### src/rtl/register_scoreboard_pkg.sv
// ============================================================================
// register_scoreboard_pkg: usage-flag bit positions and writeback file codes
// Revision: 1.0
// ============================================================================
`default_nettype none

package register_scoreboard_pkg;

    // Bit order of the decode table's 10-bit usage word, MSB first.
    localparam int USE_W          = 10;
    localparam int USE_D_FROM_GPR = 9;
    localparam int USE_D_FROM_FPR = 8;
    localparam int USE_D_TO_GPR   = 7;
    localparam int USE_D_TO_FPR   = 6;
    localparam int USE_S_FROM_GPR = 5;
    localparam int USE_S_FROM_FPR = 4;
    localparam int USE_T_FROM_GPR = 3;
    localparam int USE_T_FROM_FPR = 2;
    localparam int USE_FROM_FCOND = 1;
    localparam int USE_TO_FCOND   = 0;

    localparam logic [1:0] WBF_GPR = 2'b00;
    localparam logic [1:0] WBF_FPR = 2'b01;
    localparam logic [1:0] WBF_FC  = 2'b10;
    localparam logic [1:0] WBF_BAD = 2'b11;

endpackage

`default_nettype wire

### src/rtl/register_scoreboard_pending_file.sv
// ============================================================================
// register_scoreboard_pending_file: pending-bit vector of one register file
// with bypass-aware lookups. Option macro: SCOREBOARD_WB_BYPASS_EN.
// Revision: 1.0
// ============================================================================
`default_nettype none

module register_scoreboard_pending_file #(
    parameter int DEPTH  = 32,
    parameter int IDX_W  = 5,
    parameter int NUM_RD = 3
) (
    input  logic                    clk,
    input  logic                    rst,
    input  logic                    set_valid_i,
    input  logic [IDX_W-1:0]        set_idx_i,
    input  logic [DEPTH-1:0]        clr_vec_i,
    input  logic [NUM_RD*IDX_W-1:0] rd_idx_i,
    input  logic [IDX_W-1:0]        wr_idx_i,
    output logic [NUM_RD-1:0]       rd_busy_o,
    output logic                    wr_busy_o,
    output logic [DEPTH-1:0]        pending_o,
    output logic [DEPTH-1:0]        pending_d_o
);

    logic [DEPTH-1:0] pending_q;
    logic [DEPTH-1:0] pending_d;
    logic [DEPTH-1:0] w_set_vec;
    logic [DEPTH-1:0] w_eff;

    always_comb begin
        w_set_vec = '0;
        for (int i = 0; i < DEPTH; i++) begin
            if (set_valid_i && (set_idx_i == IDX_W'(i))) begin
                w_set_vec[i] = 1'b1;
            end
        end
        pending_d = (pending_q & ~clr_vec_i) | w_set_vec;
    end

`ifdef SCOREBOARD_WB_BYPASS_EN
    assign w_eff = pending_q & ~clr_vec_i;
`else
    assign w_eff = pending_q;
`endif

    // Indices at or beyond DEPTH match no entry and so never report busy.
    always_comb begin
        rd_busy_o = '0;
        wr_busy_o = 1'b0;
        for (int r = 0; r < NUM_RD; r++) begin
            for (int i = 0; i < DEPTH; i++) begin
                if (rd_idx_i[r*IDX_W +: IDX_W] == IDX_W'(i)) begin
                    rd_busy_o[r] = w_eff[i];
                end
            end
        end
        for (int i = 0; i < DEPTH; i++) begin
            if (wr_idx_i == IDX_W'(i)) begin
                wr_busy_o = w_eff[i];
            end
        end
    end

    always_ff @(posedge clk or posedge rst) begin
        if (rst) begin
            pending_q <= '0;
        end else begin
            pending_q <= pending_d;
        end
    end

    assign pending_o   = pending_q;
    assign pending_d_o = pending_d;

endmodule

`default_nettype wire

### src/rtl/register_scoreboard.sv
// ============================================================================
// register_scoreboard: RAW/WAW hazard scoreboard for decode/issue with
// NUM_WB release ports. Option macro: SCOREBOARD_WB_BYPASS_EN.
// Revision: 1.0
// ============================================================================
`default_nettype none

module register_scoreboard
    import register_scoreboard_pkg::*;
#(
    parameter int NUM_GPR  = 32,
    parameter int NUM_FPR  = 32,
    parameter int REG_W    = 5,
    parameter int NUM_WB   = 2,
    parameter int GPR_ZERO = 1,
    localparam int OUT_W   = $clog2(NUM_GPR + NUM_FPR + 2)
) (
    input  logic                    clk,
    input  logic                    rst,
    input  logic                    iss_valid_i,
    output logic                    iss_ready_o,
    input  logic [USE_W-1:0]        iss_use_i,
    input  logic [REG_W-1:0]        iss_rd_i,
    input  logic [REG_W-1:0]        iss_rs_i,
    input  logic [REG_W-1:0]        iss_rt_i,
    input  logic [NUM_WB-1:0]       wb_valid_i,
    input  logic [2*NUM_WB-1:0]     wb_file_i,
    input  logic [REG_W*NUM_WB-1:0] wb_idx_i,
    output logic [NUM_GPR-1:0]      gpr_pending_o,
    output logic [NUM_FPR-1:0]      fpr_pending_o,
    output logic                    fc_pending_o,
    output logic [OUT_W-1:0]        outstanding_o,
    output logic                    wb_err_o
);

    logic [NUM_GPR-1:0] w_clr_gpr, w_gpr_d;
    logic [NUM_FPR-1:0] w_clr_fpr, w_fpr_d;
    logic [0:0]         w_clr_fc, w_fc_d, w_fc_rd_busy;
    logic [2:0]         w_gpr_rd_busy, w_fpr_rd_busy;
    logic               w_gpr_wr_busy, w_fpr_wr_busy, w_fc_wr_busy;
    logic               w_fire, w_set_gpr, w_set_fpr, w_set_fc;
    logic               w_rd_haz, w_wr_haz, w_err_now, w_hit;
    logic [1:0]         w_file;
    logic [REG_W-1:0]   w_idx;
    logic [OUT_W-1:0]   outstanding_q, outstanding_d;
    logic               wb_err_q, wb_err_d;

    // Release decode; a hit means the addressed bit is pending in the registered state.
    always_comb begin
        w_clr_gpr = '0;
        w_clr_fpr = '0;
        w_clr_fc  = '0;
        w_err_now = 1'b0;
        w_hit     = 1'b0;
        w_file    = '0;
        w_idx     = '0;
        for (int p = 0; p < NUM_WB; p++) begin
            w_file = wb_file_i[2*p +: 2];
            w_idx  = wb_idx_i[REG_W*p +: REG_W];
            w_hit  = 1'b0;
            if (wb_valid_i[p]) begin
                case (w_file)
                    WBF_GPR: begin
                        for (int i = 0; i < NUM_GPR; i++) begin
                            if (w_idx == REG_W'(i)) begin
                                w_clr_gpr[i] = 1'b1;
                                w_hit        = gpr_pending_o[i];
                            end
                        end
                    end
                    WBF_FPR: begin
                        for (int i = 0; i < NUM_FPR; i++) begin
                            if (w_idx == REG_W'(i)) begin
                                w_clr_fpr[i] = 1'b1;
                                w_hit        = fpr_pending_o[i];
                            end
                        end
                    end
                    WBF_FC: begin
                        w_clr_fc = 1'b1;
                        w_hit    = fc_pending_o;
                    end
                    default: w_hit = 1'b0;
                endcase
                if (!w_hit) begin
                    w_err_now = 1'b1;
                end
            end
        end
    end

    assign w_rd_haz = (iss_use_i[USE_D_FROM_GPR] & w_gpr_rd_busy[0])
                    | (iss_use_i[USE_D_FROM_FPR] & w_fpr_rd_busy[0])
                    | (iss_use_i[USE_S_FROM_GPR] & w_gpr_rd_busy[1])
                    | (iss_use_i[USE_S_FROM_FPR] & w_fpr_rd_busy[1])
                    | (iss_use_i[USE_T_FROM_GPR] & w_gpr_rd_busy[2])
                    | (iss_use_i[USE_T_FROM_FPR] & w_fpr_rd_busy[2])
                    | (iss_use_i[USE_FROM_FCOND] & w_fc_rd_busy[0]);

    assign w_wr_haz = (iss_use_i[USE_D_TO_GPR] & w_gpr_wr_busy)
                    | (iss_use_i[USE_D_TO_FPR] & w_fpr_wr_busy)
                    | (iss_use_i[USE_TO_FCOND] & w_fc_wr_busy);

    assign iss_ready_o = ~(w_rd_haz | w_wr_haz);
    assign w_fire      = iss_valid_i & iss_ready_o;
    assign w_set_gpr   = w_fire & iss_use_i[USE_D_TO_GPR]
                       & ~((GPR_ZERO != 0) && (iss_rd_i == '0));
    assign w_set_fpr   = w_fire & iss_use_i[USE_D_TO_FPR];
    assign w_set_fc    = w_fire & iss_use_i[USE_TO_FCOND];

    register_scoreboard_pending_file #(.DEPTH(NUM_GPR), .IDX_W(REG_W), .NUM_RD(3)) u_gpr (
        .clk(clk), .rst(rst),
        .set_valid_i(w_set_gpr), .set_idx_i(iss_rd_i), .clr_vec_i(w_clr_gpr),
        .rd_idx_i({iss_rt_i, iss_rs_i, iss_rd_i}), .wr_idx_i(iss_rd_i),
        .rd_busy_o(w_gpr_rd_busy), .wr_busy_o(w_gpr_wr_busy),
        .pending_o(gpr_pending_o), .pending_d_o(w_gpr_d)
    );

    register_scoreboard_pending_file #(.DEPTH(NUM_FPR), .IDX_W(REG_W), .NUM_RD(3)) u_fpr (
        .clk(clk), .rst(rst),
        .set_valid_i(w_set_fpr), .set_idx_i(iss_rd_i), .clr_vec_i(w_clr_fpr),
        .rd_idx_i({iss_rt_i, iss_rs_i, iss_rd_i}), .wr_idx_i(iss_rd_i),
        .rd_busy_o(w_fpr_rd_busy), .wr_busy_o(w_fpr_wr_busy),
        .pending_o(fpr_pending_o), .pending_d_o(w_fpr_d)
    );

    register_scoreboard_pending_file #(.DEPTH(1), .IDX_W(1), .NUM_RD(1)) u_fc (
        .clk(clk), .rst(rst),
        .set_valid_i(w_set_fc), .set_idx_i(1'b0), .clr_vec_i(w_clr_fc),
        .rd_idx_i(1'b0), .wr_idx_i(1'b0),
        .rd_busy_o(w_fc_rd_busy), .wr_busy_o(w_fc_wr_busy),
        .pending_o(fc_pending_o), .pending_d_o(w_fc_d)
    );

    always_comb begin
        outstanding_d = OUT_W'(w_fc_d[0]);
        for (int i = 0; i < NUM_GPR; i++) begin
            outstanding_d = outstanding_d + OUT_W'(w_gpr_d[i]);
        end
        for (int i = 0; i < NUM_FPR; i++) begin
            outstanding_d = outstanding_d + OUT_W'(w_fpr_d[i]);
        end
        wb_err_d = wb_err_q | w_err_now;
    end

    always_ff @(posedge clk or posedge rst) begin
        if (rst) begin
            outstanding_q <= '0;
            wb_err_q      <= 1'b0;
        end else begin
            outstanding_q <= outstanding_d;
            wb_err_q      <= wb_err_d;
        end
    end

    assign outstanding_o = outstanding_q;
    assign wb_err_o      = wb_err_q;

endmodule

`default_nettype wire

### config.mk
export PLATFORM = sky130hd
export DESIGN_NAME = register_scoreboard
export DESIGN_NICKNAME = d
export VERILOG_FILES = /design/src/rtl/register_scoreboard_pkg.sv /design/src/rtl/register_scoreboard_pending_file.sv /design/src/rtl/register_scoreboard.sv
export SDC_FILE = /design/constraint.sdc
export NUM_CORES = 1
export LEC_CHECK = 0
export CELL_PAD_IN_SITES_DETAIL_PLACEMENT = 1
export CELL_PAD_IN_SITES_GLOBAL_PLACEMENT = 1
export CORE_ASPECT_RATIO = 1.75
export CORE_UTILIZATION = 40
export CTS_CLUSTER_SIZE = 10
export DETAILED_ROUTE_END_ITERATION = 7
export GPL_TIMING_DRIVEN = 0
export PLACE_DENSITY_LB_ADDON = 0.15
export SLEW_MARGIN = 20
export SYNTH_ARGS = -nofsm -noshare
export SYNTH_HDL_FRONTEND = slang
export SYNTH_SLANG_ARGS = --single-unit
### constraint.sdc
create_clock -name clk -period 8.3 [get_ports clk]
set_clock_uncertainty 0.1 [all_clocks]
set_input_delay 1.66 -clock clk [delete_from_list [all_inputs] [get_ports clk]]
set_output_delay 1.66 -clock clk [all_outputs]
set_load 0.1 [all_outputs]
* Yosys cells after proc, flatten, opt, wreduce, memory -nomap -nowiden *
Index checks and enable logic that the tools add are counted.
W data, S select, Z words.

word-level totals
  memories kept = 0
  input bits = 44
  output and inout port bits = 74
  register bits after elaboration = 73
  ROM bits = 0
  memory bits (writable) = 0
  latch bits = 0

operators by class
  magnitude comparators = 0
  div/mod/pow operators = 0
  muxes and demuxes = 501
  shifts and indexed selects = 0
  multipliers = 0
  $add $sub $neg = 64
  reduce and logical (&&, ||, !) cells = 71
  equal/unequal tests = 159
  bitwise gates (word level) = 36

operators by type and width
  operator              count
  $mux W1               491
  $add A7 B1 Y7         58
  $eq A5 B5 Y1 const B  80
  $mux W32              8
  $eq A5 B4 Y1 const B  40
  $eq A5 B3 Y1 const B  20
  $and A32 B32 Y32      2
  $logic_and A1 B1 Y1   64
  $not A32 Y32          2
  $or A32 B32 Y32       2
  $eq A5 B2 Y1 const B  10
  $eq A5 B1 Y1 const B  5
  $logic_not A5 Y1      5
  $and A1 B1 Y1         16
  $or A1 B1 Y1          11
  $add A6 B1 Y7         1
  $add A5 B1 Y6         1
  $pmux W1 S3           2
  $add A4 B1 Y5         1
  $add A3 B1 Y4         1
  $eq A2 B1 Y1 const B  2
  $eq A2 B2 Y1 const B  2
  $logic_not A2 Y1      2
  $add A2 B1 Y3         1
  2 further kinds       4

* Depth between registers and ports, before layout *
  word-level depth = 112
  depth in mapped cells = 32

* Modules after synthesis *
A second synthesis with hierarchy kept.

second synthesis, totals
  cells, all modules = 1408
  area total of the unflattened synthesis = 10839.1 um^2

modules (own cells, without submodules)
  module                                        area an instance (um^2)  sequential area each (um^2)  times used  cells an instance
  register_scoreboard_pending_file (u_fpr ...)  3129.3                   800.8                        2           406
  register_scoreboard                           4524.3                   200.2                        1           589
  register_scoreboard_pending_file (u_fc)       56.3                     25.0                         1           7

* Least setup slack after synthesis *
Ideal clock, no wire load.

  path kind = input to register
  start = in iss_rd_i[0]
  end = reg outstanding_q[6], in the netlist outstanding_o[6]
  setup time = 122 ps
  data arrival time = 9493 ps
  data required time = 8078 ps
  stages on the path = 28
  buffers on the path = 3
  setup slack = -1415 ps
  cell sequence = clkbuf_1 -> mux4_2 -> or2_0 -> a311oi_1 -> o221ai_1 -> a31oi_1 -> o22ai_1 -> buf_6 -> buf_6 -> o31a_1 -> fa_1 -> inv_1 -> fa_1 -> inv_1 -> fa_1 -> fa_1 -> fa_1 -> fa_1 -> fa_1 -> fa_1 -> inv_1 -> fa_1 -> fa_1 -> a21o_1 -> a21oi_1 -> nor2b_1 -> o21ai_0 -> nand2b_1

between the ends
  cells in the longest elaborated chain, start to end = 112
  elaborated cells between the ends (all ways) = 312
  those cells by class = 64 x add/sub; 31 x eq/ne; 129 x mux; 23 x bitwise; 65 x reduce/logical

ends and longest elaborated chain
  what                                     RTL line                                                                        text
  from (decl)                              register_scoreboard.sv:23                                                       input logic [REG_W-1:0] iss_rd_i,
  $logic_not A5 Y1                         -
  $mux W1 (32 in a row)                    register_scoreboard_pending_file.sv:53, register_scoreboard_pending_file.sv:59
  $and A1 B1 Y1, on equally long branches  register_scoreboard.sv:92, register_scoreboard.sv:93
  $or A1 B1 Y1                             register_scoreboard.sv:93                                                       | (iss_use_i[USE_D_FROM_FPR] & w_fpr_rd_busy[0])
  $or A1 B1 Y1                             register_scoreboard.sv:94                                                       | (iss_use_i[USE_S_FROM_GPR] & w_gpr_rd_busy[1])
  $or A1 B1 Y1                             register_scoreboard.sv:95                                                       | (iss_use_i[USE_S_FROM_FPR] & w_fpr_rd_busy[1])
  $or A1 B1 Y1                             register_scoreboard.sv:96                                                       | (iss_use_i[USE_T_FROM_GPR] & w_gpr_rd_busy[2])
  $or A1 B1 Y1                             register_scoreboard.sv:97                                                       | (iss_use_i[USE_T_FROM_FPR] & w_fpr_rd_busy[2])
  [... 11 more ...]                        -
  $add A3 B1 Y4                            register_scoreboard.sv:138                                                      outstanding_d = outstanding_d + OUT_W'(w_gpr_d[i]);
  $add A4 B1 Y5                            register_scoreboard.sv:138
  $add A5 B1 Y6                            register_scoreboard.sv:138
  $add A6 B1 Y7                            register_scoreboard.sv:138
  $add A7 B1 Y7 (26 in a row)              register_scoreboard.sv:138
  $add A7 B1 Y7 (31 in a row)              register_scoreboard.sv:141                                                      outstanding_d = outstanding_d + OUT_W'(w_fpr_d[i]);
  $add A7 B1 Y7 *                          register_scoreboard.sv:141
  via outstanding_d[6]                     register_scoreboard.sv:45                                                       logic [OUT_W-1:0] outstanding_q, outstanding_d;
  to (signal assigned)                     register_scoreboard.sv:151                                                      outstanding_q <= outstanding_d;
  to (decl)                                register_scoreboard.sv:45

Mark *: on every way through the listed nets, which the timed path passes. The rest lies on a longest branch.

* Worst setup path after layout *
  start = in iss_rs_i[1]
  end = reg outstanding_q[6], in the netlist outstanding_o[6]

between the ends
  cells in the longest elaborated chain, start to end = 111
  elaborated cells between the ends (all ways) = 306
  those cells by class = 64 x add/sub; 31 x eq/ne; 129 x mux; 17 x bitwise; 65 x reduce/logical

ends and longest elaborated chain
  what                         RTL line                                text
  from (decl)                  register_scoreboard.sv:24               input logic [REG_W-1:0] iss_rs_i,
  $logic_not A5 Y1             register_scoreboard_pending_file.sv:53  if (rd_idx_i[r*IDX_W +: IDX_W] == IDX_W'(i)) begin
  $mux W1 (32 in a row)        register_scoreboard_pending_file.sv:53
  $and A1 B1 Y1                register_scoreboard.sv:94
  $or A1 B1 Y1                 register_scoreboard.sv:94
  $or A1 B1 Y1 *               register_scoreboard.sv:95
  $or A1 B1 Y1 *               register_scoreboard.sv:96
  $or A1 B1 Y1 *               register_scoreboard.sv:97
  $or A1 B1 Y1 *               register_scoreboard.sv:98               | (iss_use_i[USE_FROM_FCOND] & w_fc_rd_busy[0]);
  [... 10 more ...]            -
  $add A3 B1 Y4                register_scoreboard.sv:138
  $add A4 B1 Y5                register_scoreboard.sv:138
  $add A5 B1 Y6                register_scoreboard.sv:138
  $add A6 B1 Y7                register_scoreboard.sv:138
  $add A7 B1 Y7 (26 in a row)  register_scoreboard.sv:138
  $add A7 B1 Y7 (31 in a row)  register_scoreboard.sv:141
  $add A7 B1 Y7 *              register_scoreboard.sv:141
  via outstanding_d[6]         register_scoreboard.sv:45

Marked as above.

==> metrics.cfg <==
[synthesis]
synth_area_um2 = 10500
yosysSeqAreaShare_pct = 17.3
synth-seq-cells = 73
synth_edf_count = 0
netlist_instances = 1294
yosysWarnings = 0
syn-num-nets = 1407
synth_cell_types = 77
syn_area_per_cell_um2 = 8.14
async_reset_ff_share_pct = 100
ys.flop_type = dfrtp_1

[floorplanning]
die_area_um2 = 27000
num_io_pins = 118
coreArea_um2 = 25900
start_util_pct = 40.7
die_w_um = 125
row_count = 78
die_h_um = 217

[clock_tree]
clk_pin_slew_worst_paths_ns = 0.07
clock_latency_ns = 0.38
numCtsBuffers = 9
htree_levels = 3
root_buffer = clkbuf_16
clock_path_buffers = 2
cts_tree = built
clock-sinks = 73

[run_status]
violations = setup timing
status = finished, violations left

[route]
drtAntennaViolNets = 0
routed-via-count = 13600
dr.pass1.iters = 5
drcViolationCount = 0
postRouteWirelength_mm = 71.1
wire_per_inst_um = 39.3
avgViaCountPerCell = 7.54
drtIter0Drc = 1423

[sta]
drv_slew = 0
fin_ws_ns = -1.44
worstMarginPinSlew_ns = 1.13
relSlewSlack_pct = 24.6
fmax_mhz = 103
setup_violations = 7
fin_crit_ns = 9.74
rsz0062_at_grt = true
min_period_over_period_pct = 117
finalHoldViolCount = 0

[critical_path]
arrival_ns = 9.91
crit_path_top_delay_cell = fa_1
r2r_start = u_gpr.pending_o[13]
crit_type = primary input to register
crit_top_cell = fa_1
cp-end-kind = register
cp.required_ns = 8.47
path_max_fanout = 10
cp-start-kind = primary input
cpPeakStageDelay_ns = 0.56
startpoint = iss_rs_i[1]

[global_route]
grt_first_pass_wirelength_mm = 103
overflow = 0
track_usage_pct = 53.3
antenna_found_initial = 2
grt_max_degree = 40
grt_pass1_vias = 14600

[layout]
multiInputGateArea_um2 = 8490
fillerInstances = 3008
syn2layout_area_growth_pct = 33.4
regArea_um2 = 1830
drive_above_1_share_pct = 22.0
fin_nets = 1592
final_util_pct = 54.3

[power]
p_leak_nw = 5.29
power.total_mw = 5.12
peakVddDrop_uv = 1830
powerDensity_nw_per_um2 = 364

[run]
drv_cap = 0

[placed_design]
dp_hpwl_mm = 50.4
gp_congestion = 1.04
io_buffers = 110

[hold_path]
hold_class = register to register
min_from = u_fpr.pending_o[30]

## placed cells by master, fill, tap and decap left out, types with 11 or more instances in the layout
cell type,count
nand2_1,62
nand3_1,20
nor3_1,28
nor2_1,95
nor2b_1,22
clkbuf_8,14
buf_2,20
buf_4,61
o221ai_1,67
mux2i_1,40
a22oi_1,13
buf_6,19
o31ai_4,14
ha_1,13
dfrtp_1,73
nand3b_1,15
nand2b_1,23
o211ai_1,33
fa_1,47
clkdlybuf4s50_1,95
inv_1,55
o21ai_1,17
o31ai_1,56
clkbuf_1,35
a21oi_1,34
mux2_2,14
o31a_1,37
mux4_2,11
nor3b_1,14
o22ai_1,19
o21ai_0,87
## Yosys cell counts, types with 6 or more instances
| library cell | n | area [um^2] |
|---|---|---|
| nand2_1 | 66 | 248 |
| nor3b_1 | 18 | 135 |
| o31ai_1 | 72 | 541 |
| nand4_1 | 7 | 43.8 |
| nor2b_1 | 25 | 156 |
| nand3_1 | 23 | 115 |
| buf_1 | 14 | 52.6 |
| a211o_1 | 6 | 52.6 |
| o31a_1 | 37 | 324 |
| nor2_1 | 97 | 364 |
| clkbuf_1 | 70 | 263 |
| a22oi_1 | 13 | 97.6 |
| and2_1 | 8 | 50.1 |
| ha_1 | 14 | 175 |
| o32ai_1 | 9 | 78.8 |
| nor3_1 | 28 | 140 |
| buf_6 | 13 | 146 |
| o2bb2ai_1 | 6 | 52.6 |
| o21ai_0 | 106 | 531 |
| mux4_2 | 11 | 248 |
| or3_1 | 6 | 37.5 |
| buf_2 | 32 | 160 |
| mux2i_1 | 41 | 410 |
| and3_1 | 6 | 37.5 |
| a211oi_1 | 12 | 90.1 |
| o211ai_1 | 33 | 248 |
| nand3b_1 | 15 | 113 |
| mux2_2 | 15 | 169 |
| a21oi_1 | 39 | 195 |
| dfrtp_1 | 73 | 1830 |
| o221ai_1 | 70 | 613 |
| a31oi_1 | 10 | 62.6 |
| and3b_1 | 6 | 52.6 |
| o22ai_1 | 24 | 150 |
| or3b_2 | 8 | 70.1 |
| a221oi_1 | 8 | 70.1 |
| fa_1 | 55 | 1100 |
| nand2b_1 | 27 | 169 |
| inv_1 | 65 | 244 |
| nor4_1 | 10 | 62.6 |
## power breakdown
group | total, mW | internal, mW | switching, mW | leakage (nW)
Sequential | 0.714 | 0.451 | 0.262 | 0.982
Clock | 0.458 | 0.267 | 0.191 | 0.158
Combinational | 3.95 | 1.58 | 2.37 | 4.15
Total | 5.12 | 2.29 | 2.82 | 5.29
## layout make-up
cell class / count / area share, %
Tap cell: 320 / 2.85
Clock buffer: 9 / 1.60
Buffer: 128 / 7.61
Sequential cell: 73 / 13.0
Inverter: 67 / 1.82
Multi-Input combinational cell: 1024 / 60.4
Timing Repair Buffer: 176 / 12.0
Clock inverter: 7 / 0.721
Antenna cell: 2 / 0.0356
## flip-flops by register name, indices dropped and copies added, names as in the netlist
name             flops
u_fc.pending_o       1
u_gpr.pending_o     32
outstanding_o        7
wb_err_o             1
u_fpr.pending_o     32
## layer usage
metal	wire length, um	global-route usage, %	up-vias
met1	22100	53.5	6669
li1	-	-	5372
met5	18	0	-
met2	32000	83.2	1073
met4	9680	58.2	2
met3	7250	17.1	507
## per-stage QoR
step | std cells | TNS, ns | area [um^2] | hold WS, ns | setup WS [ns]
6_report | 1806 | -7.48 | 14100 | 0.710 | -1.44
3_5_place_dp | 1725 | -18.23 | 12300 | 0.652 | -3.03
3_3_place_gp | 1724 | -17.56 | 12200 | 0.638 | -2.90
4_1_cts | 1800 | -6.20 | 13900 | 0.679 | -1.29
5_1_grt | 1804 | -8.13 | 14000 | 0.706 | -1.54
2_1_floorplan | 1294 | -3.35 | 10700 | 0.960 | -0.802
## critical path: cells and delay by family
family / cells / cell delay, ns
AOI/OAI and AO/OA: 8 / 1.87
adders and majority gates: 10 / 4.78
and+or+nand+nor: 4 / 0.60
buffers and inverters: 8 / 0.97
## cell families (layout without fill, tap and decap cells)
| kind of cell | count (synthesis) | in the layout | synth area share [%] |
|---|---|---|---|
| AO/OA/AOI/OAI | 511 | 511 | 35.1 |
| buffers and inverters | 197 | 387 | 8.36 |
| XOR/XNOR | 4 | 4 | 0.332 |
| other | 0 | 2 | 0 |
| multiplexers | 67 | 67 | 7.85 |
| flip-flops | 73 | 73 | 17.3 |
| adder cells (fa/ha/maj) | 69 | 69 | 12.1 |
| AND/OR/NAND/NOR | 373 | 373 | 18.9 |
## timing repair
action | in CTS | in global routing
pin swaps | 65 | 10
cloned | 6 | 0
hold endpoints to repair | 0 | 0
buffers inserted | 55 | 5
setup endpoints to repair | 7 | 7
gates resized for setup | 290 | 19
hold buffers | 0 | 0
## worst paths after layout
| path | cells after the start | slack (ns) | end |
|---|---|---|---|
| worst min-delay path | 2 | 0.71 | u_fpr.pending_o[30] |
| max in group asynchronous | 3 | 5.93 | u_fpr.pending_o[7] |
| min in group asynchronous | 2 | 1.56 | outstanding_o[1] |
| worst max-delay path | 30 | -1.44 | outstanding_o[6] |
| worst min register to register | 2 | 0.71 | u_fpr.pending_o[30] |
| worst max register to register | 27 | -0.73 | outstanding_o[6] |
(Power assumes the default switching activity.)
